`src/rtl/alu_instruction_cycle_if.sv`:
```
// alu_instruction_cycle_if: instruction ROM and data RAM bus of the accumulator core
interface alu_instruction_cycle_if #(
  parameter int INST_ADDR_WIDTH = 8,
  parameter int INST_DATA_WIDTH = 16,
  parameter int MEM_ADDR_WIDTH  = 8,
  parameter int MEM_DATA_WIDTH  = 8
);
  logic [INST_ADDR_WIDTH-1:0] rom_addr;
  logic [INST_DATA_WIDTH-1:0] rom_data;
  logic [MEM_ADDR_WIDTH-1:0]  ram_addr;
  logic [MEM_DATA_WIDTH-1:0]  ram_data_rd;
  logic [MEM_DATA_WIDTH-1:0]  ram_data_wr;
  logic                       ram_wr_en;
  modport master (
    output rom_addr, ram_addr, ram_data_wr, ram_wr_en,
    input  rom_data, ram_data_rd
  );
  modport slave (
    input  rom_addr, ram_addr, ram_data_wr, ram_wr_en,
    output rom_data, ram_data_rd
  );
endinterface

```
`src/rtl/alu_instruction_cycle.sv`:
```
// alu_instruction_cycle: two-stage fetch/execute 8-bit accumulator core with ALU and flags
module alu_instruction_cycle #(
  parameter int INST_ADDR_WIDTH = 8,
  parameter int INST_DATA_WIDTH = 16,
  parameter int MEM_ADDR_WIDTH  = 8,
  parameter int MEM_DATA_WIDTH  = 8
) (
  input  logic                      clk,
  input  logic                      arst,
  alu_instruction_cycle_if.master   bus,
  output logic [MEM_DATA_WIDTH-1:0] acc,
  output logic [3:0]                flags
);
  localparam int MSB = MEM_DATA_WIDTH - 1;
  localparam logic [7:0] NOP = 8'h00, LDI = 8'h01, LD = 8'h02, ST = 8'h03;
  localparam logic [7:0] ADDI = 8'h04, ADD = 8'h05, SUBI = 8'h06, SUB = 8'h07;
  localparam logic [7:0] ANDI = 8'h08, AND = 8'h09, ORI = 8'h0A, OR = 8'h0B;
  localparam logic [7:0] XORI = 8'h0C, XOR = 8'h0D, NOT = 8'h0E, SHL = 8'h0F, SHR = 8'h10;
  localparam logic [7:0] JMP = 8'h18, JZ = 8'h19, JNZ = 8'h1A, JC = 8'h1B, JNC = 8'h1C;
  logic [INST_ADDR_WIDTH-1:0] pc;
  logic [INST_DATA_WIDTH-1:0] ir;
  logic                       valid;
  logic [7:0]                 op, k;
  logic                       mem_op, zn, take;
  logic [MEM_DATA_WIDTH-1:0]  opd, res;
  logic [MEM_DATA_WIDTH:0]    sum, dif;
  logic [3:0]                 flg;
  assign op = ir[INST_DATA_WIDTH-1 -: 8];
  assign k = ir[7:0];
  // register operands are the odd ALU opcodes ADD..XOR plus LD; everything else uses the immediate
  assign mem_op = op == LD || (op >= ADD && op <= XOR && op[0]);
  assign opd = mem_op ? bus.ram_data_rd : MEM_DATA_WIDTH'(k);
  assign sum = {1'b0, acc} + {1'b0, opd};
  assign dif = {1'b0, acc} - {1'b0, opd};
  assign zn = op != NOP && op != ST && op <= SHR;
  // branch conditions read the flags left by the previously completed instruction
  assign take = valid && (op == JMP || (op == JZ && flags[0]) || (op == JNZ && !flags[0]) ||
                          (op == JC && flags[1]) || (op == JNC && !flags[1]));
  assign bus.rom_addr = pc;
  assign bus.ram_addr = MEM_ADDR_WIDTH'(k);
  assign bus.ram_data_wr = acc;
  // a reset edge must never commit a store, so the strobe drops as soon as reset is seen
  assign bus.ram_wr_en = valid && op == ST && !arst;
  // ALU result and next flags {V,N,C,Z} for the instruction in execute
  always_comb begin
    res = acc;
    flg = flags;
    case (op)
      LDI, LD: res = opd;
      ADDI, ADD: begin
        res = sum[MSB:0];
        flg[1] = sum[MEM_DATA_WIDTH];
        flg[3] = acc[MSB] == opd[MSB] && res[MSB] != acc[MSB];
      end
      SUBI, SUB: begin
        res = dif[MSB:0];
        flg[1] = dif[MEM_DATA_WIDTH];
        flg[3] = acc[MSB] != opd[MSB] && res[MSB] != acc[MSB];
      end
      ANDI, AND: begin res = acc & opd; {flg[3], flg[1]} = 2'b00; end
      ORI, OR: begin res = acc | opd; {flg[3], flg[1]} = 2'b00; end
      XORI, XOR: begin res = acc ^ opd; {flg[3], flg[1]} = 2'b00; end
      NOT: begin res = ~acc; {flg[3], flg[1]} = 2'b00; end
      SHL: begin res = {acc[MSB-1:0], 1'b0}; flg[1] = acc[MSB]; flg[3] = 1'b0; end
      SHR: begin res = {1'b0, acc[MSB:1]}; flg[1] = acc[0]; flg[3] = 1'b0; end
      default: ;
    endcase
    if (zn) begin
      flg[2] = res[MSB];
      flg[0] = res == '0;
    end
  end
  // fetch stage: a taken jump redirects the PC and squashes the instruction fetched alongside it
  always_ff @(posedge clk) begin
    if (arst) begin
      pc <= '0;
      ir <= '0;
      valid <= 1'b0;
    end else begin
      pc <= take ? INST_ADDR_WIDTH'(k) : pc + INST_ADDR_WIDTH'(1);
      ir <= take ? '0 : bus.rom_data;
      valid <= !take;
    end
  end
  // execute stage: commit accumulator and flags for a valid instruction
  always_ff @(posedge clk) begin
    if (arst) begin
      acc <= '0;
      flags <= '0;
    end else if (valid) begin
      acc <= res;
      flags <= flg;
    end
  end
endmodule

```
`src/flat_wrapper.sv`:
```
// flat-port wrapper written by rule: the top's interface ports become plain ports
module alu_instruction_cycle_flat 
#(
  parameter int INST_ADDR_WIDTH = 8,
  parameter int INST_DATA_WIDTH = 16,
  parameter int MEM_ADDR_WIDTH  = 8,
  parameter int MEM_DATA_WIDTH  = 8
)
  (clk, arst, acc, flags, bus_rom_addr, bus_ram_addr, bus_ram_data_wr, bus_ram_wr_en, bus_rom_data, bus_ram_data_rd);
  alu_instruction_cycle_if #(.INST_ADDR_WIDTH(INST_ADDR_WIDTH), .INST_DATA_WIDTH(INST_DATA_WIDTH), .MEM_ADDR_WIDTH(MEM_ADDR_WIDTH), .MEM_DATA_WIDTH(MEM_DATA_WIDTH)) bus_i ();
  input  logic clk;
  input  logic arst;
  output logic [MEM_DATA_WIDTH-1:0] acc;
  output logic [3:0] flags;
  output wire logic [$bits(bus_i.rom_addr)-1:0] bus_rom_addr;
  output wire logic [$bits(bus_i.ram_addr)-1:0] bus_ram_addr;
  output wire logic [$bits(bus_i.ram_data_wr)-1:0] bus_ram_data_wr;
  output wire logic [$bits(bus_i.ram_wr_en)-1:0] bus_ram_wr_en;
  input wire logic [$bits(bus_i.rom_data)-1:0] bus_rom_data;
  input wire logic [$bits(bus_i.ram_data_rd)-1:0] bus_ram_data_rd;
  assign bus_rom_addr = bus_i.rom_addr;
  assign bus_ram_addr = bus_i.ram_addr;
  assign bus_ram_data_wr = bus_i.ram_data_wr;
  assign bus_ram_wr_en = bus_i.ram_wr_en;
  assign bus_i.rom_data = bus_rom_data;
  assign bus_i.ram_data_rd = bus_ram_data_rd;
  alu_instruction_cycle #(.INST_ADDR_WIDTH(INST_ADDR_WIDTH), .INST_DATA_WIDTH(INST_DATA_WIDTH), .MEM_ADDR_WIDTH(MEM_ADDR_WIDTH), .MEM_DATA_WIDTH(MEM_DATA_WIDTH)) u_core (.clk(clk), .arst(arst), .bus(bus_i), .acc(acc), .flags(flags));
endmodule
```
`config.mk`:
```
export PLATFORM = sky130hd
export DESIGN_NAME = alu_instruction_cycle_flat
export DESIGN_NICKNAME = d
export VERILOG_FILES = /design/src/rtl/alu_instruction_cycle_if.sv /design/src/rtl/alu_instruction_cycle.sv /design/src/flat_wrapper.sv
export SDC_FILE = /design/constraint.sdc
export NUM_CORES = 1
export LEC_CHECK = 0
export CORE_MARGIN = 4
export CORE_UTILIZATION = 53
export DETAILED_ROUTE_END_ITERATION = 10
export GPL_TIMING_DRIVEN = 0
export PLACE_DENSITY = 0.81
export SKIP_LAST_GASP = 1
export SYNTH_ARGS = -nofsm -noshare
export SYNTH_HDL_FRONTEND = slang
export SYNTH_SLANG_ARGS = --single-unit
```
`constraint.sdc`:
```
create_clock -name clk -period 3.9 [get_ports clk]
set_input_delay 0.585 -clock clk [delete_from_list [all_inputs] [get_ports clk]]
set_output_delay 0.585 -clock clk [all_outputs]
set_load 0.01 [all_outputs]
```
==> results.py <==
metrics = {
    "detailed_routing": {
        "routed-via-count": 3554,
        "dr.first_iter.drc_count": 283,
        "drc_errors": 0,
        "wire_per_inst_um": 19.0,
        "drt-pass1-iter-count": 5,
        "routed_wl_um": 10800,
        "ant_nets": 0,
        "via_per_inst": 6.24,
    },
    "power": {
        "peakVddDrop_mv": 0.199,
        "comb_power_share_pct": 37.9,
        "power_mw": 1.17,
        "power.switching_mw": 0.428,
        "seqPwrFrac_pct": 37.1,
        "clkPwrFrac_pct": 25.0,
        "p_leak_nw": 1.71,
        "swShare_pct": 36.8,
        "intPower_mw": 0.737,
        "power.density_nw_per_um2": 274,
    },
    "clock_network": {
        "htree_num_levels": 2,
        "clkTransAtPathRegs_ns": 0.08,
        "ctsHoldBuffers": 0,
        "cts_tree": "yes",
        "cts_buffer_depth": 2,
        "numCtsBuffers": 5,
        "clk_latency_ns": 0.30,
        "clock-root-buffer": "clkbuf_8",
        "clock-sinks": 37,
    },
    "synth": {
        "synth_area_per_cell_um2": 7.90,
        "seq_area_frac_synth_pct": 22.2,
        "synth_cells": 423,
        "ys_types": 66,
        "ys_seq_elements": 37,
        "synth_ff_type": "dfxtp_1",
        "synth_top_area_cell": "dfxtp_1",
        "synthDominantCellAreaShare_pct": 22.2,
        "syn_area_um2": 3340,
        "synth-async-reset-ratio_pct": 0,
        "synth_edf_count": 0,
        "synth.area.top_cells": "dfxtp_1 (22%), ha_1 (9.4%), a211oi_1 (4.7%)",
        "synth_common_cells": "dfxtp_1 (37), nor2_1 (31), inv_1 (26)",
        "synth.most_common_cell": "dfxtp_1",
        "syn-num-nets": 476,
        "yosysWarningCount": 0,
    },
    "flow_run": {
        "drv_cap": 0,
    },
    "cells_and_area": {
        "area_growth_pct": 27.4,
        "diodes": 0,
        "final_nets": 547,
        "layout-drive-gt1-share_pct": 13.3,
    },
    "timing": {
        "slew_headroom_pct": 45.0,
        "max_freq_ghz": 0.264,
        "finalSetupTns_ns": 0,
        "tightest_slew_ns": 0.825,
        "final.min_clock_period_ns": 3.80,
        "drv_slew": 0,
        "finalSetupViolations": 0,
        "period_share_pct": 97.3,
        "fin_skew_ns": 0.0139,
        "hold_violations": 0,
        "rsz0062_at_grt": "yes",
    },
    "min_path": {
        "whs_path_depth": 2,
        "hold_class": "register to register",
        "holdCritStartpoint": "u_core.ir[7]$_SDFF_PP0_",
        "min_to": "u_core.bus.rom_addr[7]$_SDFF_PP0_",
    },
    "global_routing": {
        "gr-usage-all-layers_pct": 28.6,
        "first_global_vias": 3295,
        "antenna_found_initial": 0,
        "grt_first_pass_wirelength_um": 17000,
        "grt_start_max_net_pins": 15,
        "grt-ovfl-total": 0,
    },
    "worst_setup_path": {
        "cp_data_required_time_ns": 4.14,
        "timing.rr.end": "u_core.flags[0]$_SDFFE_PP0P_",
        "worstSetupEndpointType": "register",
        "cp.arrival_ns": 4.03,
        "r2r_cells": 14,
        "critPathLaunchType": "register",
        "crit_type": "register to register",
        "reg2reg_setup_slack_ns": 0.10,
        "path_max_fanout": 9,
        "timing.rr.start": "u_core.ir[8]$_SDFF_PP0_",
    },
    "floorplan": {
        "core-area_um2": 6030,
        "dieArea_um2": 7640,
        "row_count": 28,
        "fp.dieH_um": 87.4,
        "start_util_pct": 55.4,
        "io_pins": 63,
        "die_w_um": 87.4,
    },
    "placement": {
        "io_buffers": 62,
        "gp_congestion": 0.947,
        "dp_hpwl_um": 8290,
    },
    "outcome": {
        "status": "finished, final reports clean",
    },
}
## layout make-up
class	instances	area (um2)
Inverter	27	101
Sequential cell	37	742
Clock buffer	5	68.8
Timing Repair Buffer	66	651
Buffer	38	211
Fill cell	505	1770
Multi-Input combinational cell	319	2360
Tap cell	75	93.8
Clock inverter	3	25.0
## critical path, stage by stage (launching register included)
cell and delay (ns):
dfxtp_1 0.31, buf_2 0.22, o21ai_1 0.18, o22ai_4 0.25
nand2_4 0.15, mux2_2 0.34, inv_2 0.10, ha_1 0.26
or3_1 0.46, a311oi_4 0.41, or3_1 0.16, a21oi_1 0.07
nor4b_2 0.35, and4_1 0.30, a31o_1 0.16
## per-layer routing
layer	GRT usage (%)	up-vias	share of wire, %
met2	46.2	179	47
met3	5.20	27	7.5
met1	38.1	1674	43
met4	9.62	0	2.6
met5	0	-	0
li1	-	1674	-
## cell families after synthesis
| family | count (synthesis) | share of synthesized area (%) |
|---|---|---|
| buf+inv | 67 | 9.44 |
| compound gates | 112 | 24.7 |
| fa+ha+maj | 27 | 10.6 |
| simple gates | 151 | 24.5 |
| mux | 17 | 5.47 |
| xor+xnor | 12 | 3.15 |
| flops | 37 | 22.2 |
## how the worst max path moves through the flow
stage,startpoint,to,slack (ns)
after floorplan,u_core.ir[10]$_SDFF_PP0_,u_core.acc[7]$_SDFFE_PP0P_,0.32
after global placement,u_core.ir[10]$_SDFF_PP0_,u_core.acc[7]$_SDFFE_PP0P_,-0.54
after detailed placement,u_core.ir[10]$_SDFF_PP0_,u_core.acc[7]$_SDFFE_PP0P_,-0.59
after CTS,u_core.ir[8]$_SDFF_PP0_,u_core.flags[0]$_SDFFE_PP0P_,0.01
after global routing,u_core.ir[8]$_SDFF_PP0_,u_core.flags[0]$_SDFFE_PP0P_,-0.03
final,u_core.ir[8]$_SDFF_PP0_,u_core.flags[0]$_SDFFE_PP0P_,0.10
## repair_timing
action | in CTS | in global routing
buffers inserted | 0 | 4
setup endpoints to repair | 9 | 7
pin swaps | 0 | 4
gates resized for setup | 10 | 12
## stage by stage
step                      hold slack (ns)  area, um2  util (%)  cells  worst slack, ns
after global routing                0.542       4260      70.6    570          -0.0289
after CTS                           0.532       4190      69.6    566           0.0110
after floorplan                     0.491       3340         -    423            0.320
after detailed placement            0.504       4060      67.3    560           -0.590
after global placement              0.503       4060      67.3    560           -0.543
final                               0.532       4260      70.6    570            0.105
## layout by cell type (no fill, tap or decap), types with 5 or more instances in the layout
| cell | count |
|---|---|
| clkdlybuf4s50_1 | 62 |
| dfxtp_1 | 36 |
| nor2_1 | 31 |
| inv_1 | 25 |
| ha_1 | 25 |
| nand2_1 | 22 |
| a211oi_1 | 20 |
| buf_4 | 20 |
| and2_1 | 18 |
| a21oi_1 | 16 |
| clkbuf_1 | 14 |
| nand3_1 | 12 |
| o21ai_0 | 12 |
| mux2_2 | 10 |
| nand2b_1 | 10 |
| nor2b_1 | 9 |
| mux2i_1 | 7 |
| nor3_1 | 7 |
| a22oi_1 | 7 |
| and3_1 | 6 |
| or3_1 | 6 |
| xor2_1 | 6 |
| xnor2_1 | 6 |
| nor3b_1 | 5 |
| nand4_1 | 5 |
| clkbuf_8 | 5 |
## power groups by stage
stage | sequential (mW) | clock, mW | combinational (mW)
after global routing | 0.436 | 0.309 | 0.478
after CTS | 0.431 | 0.292 | 0.422
after floorplan | 0.434 | 0 | 0.261
final | 0.433 | 0.291 | 0.441
after global placement | 0.437 | 0 | 0.402
after detailed placement | 0.438 | 0 | 0.409
## flip-flops by register name (all words and copies together), names as in the netlist
register / cells
u_core.acc: 8
u_core.valid: 1
u_core.flags: 4
u_core.ir: 16
u_core.bus.rom_addr: 8
No activity file was read; power rests on OpenSTA's default activity.
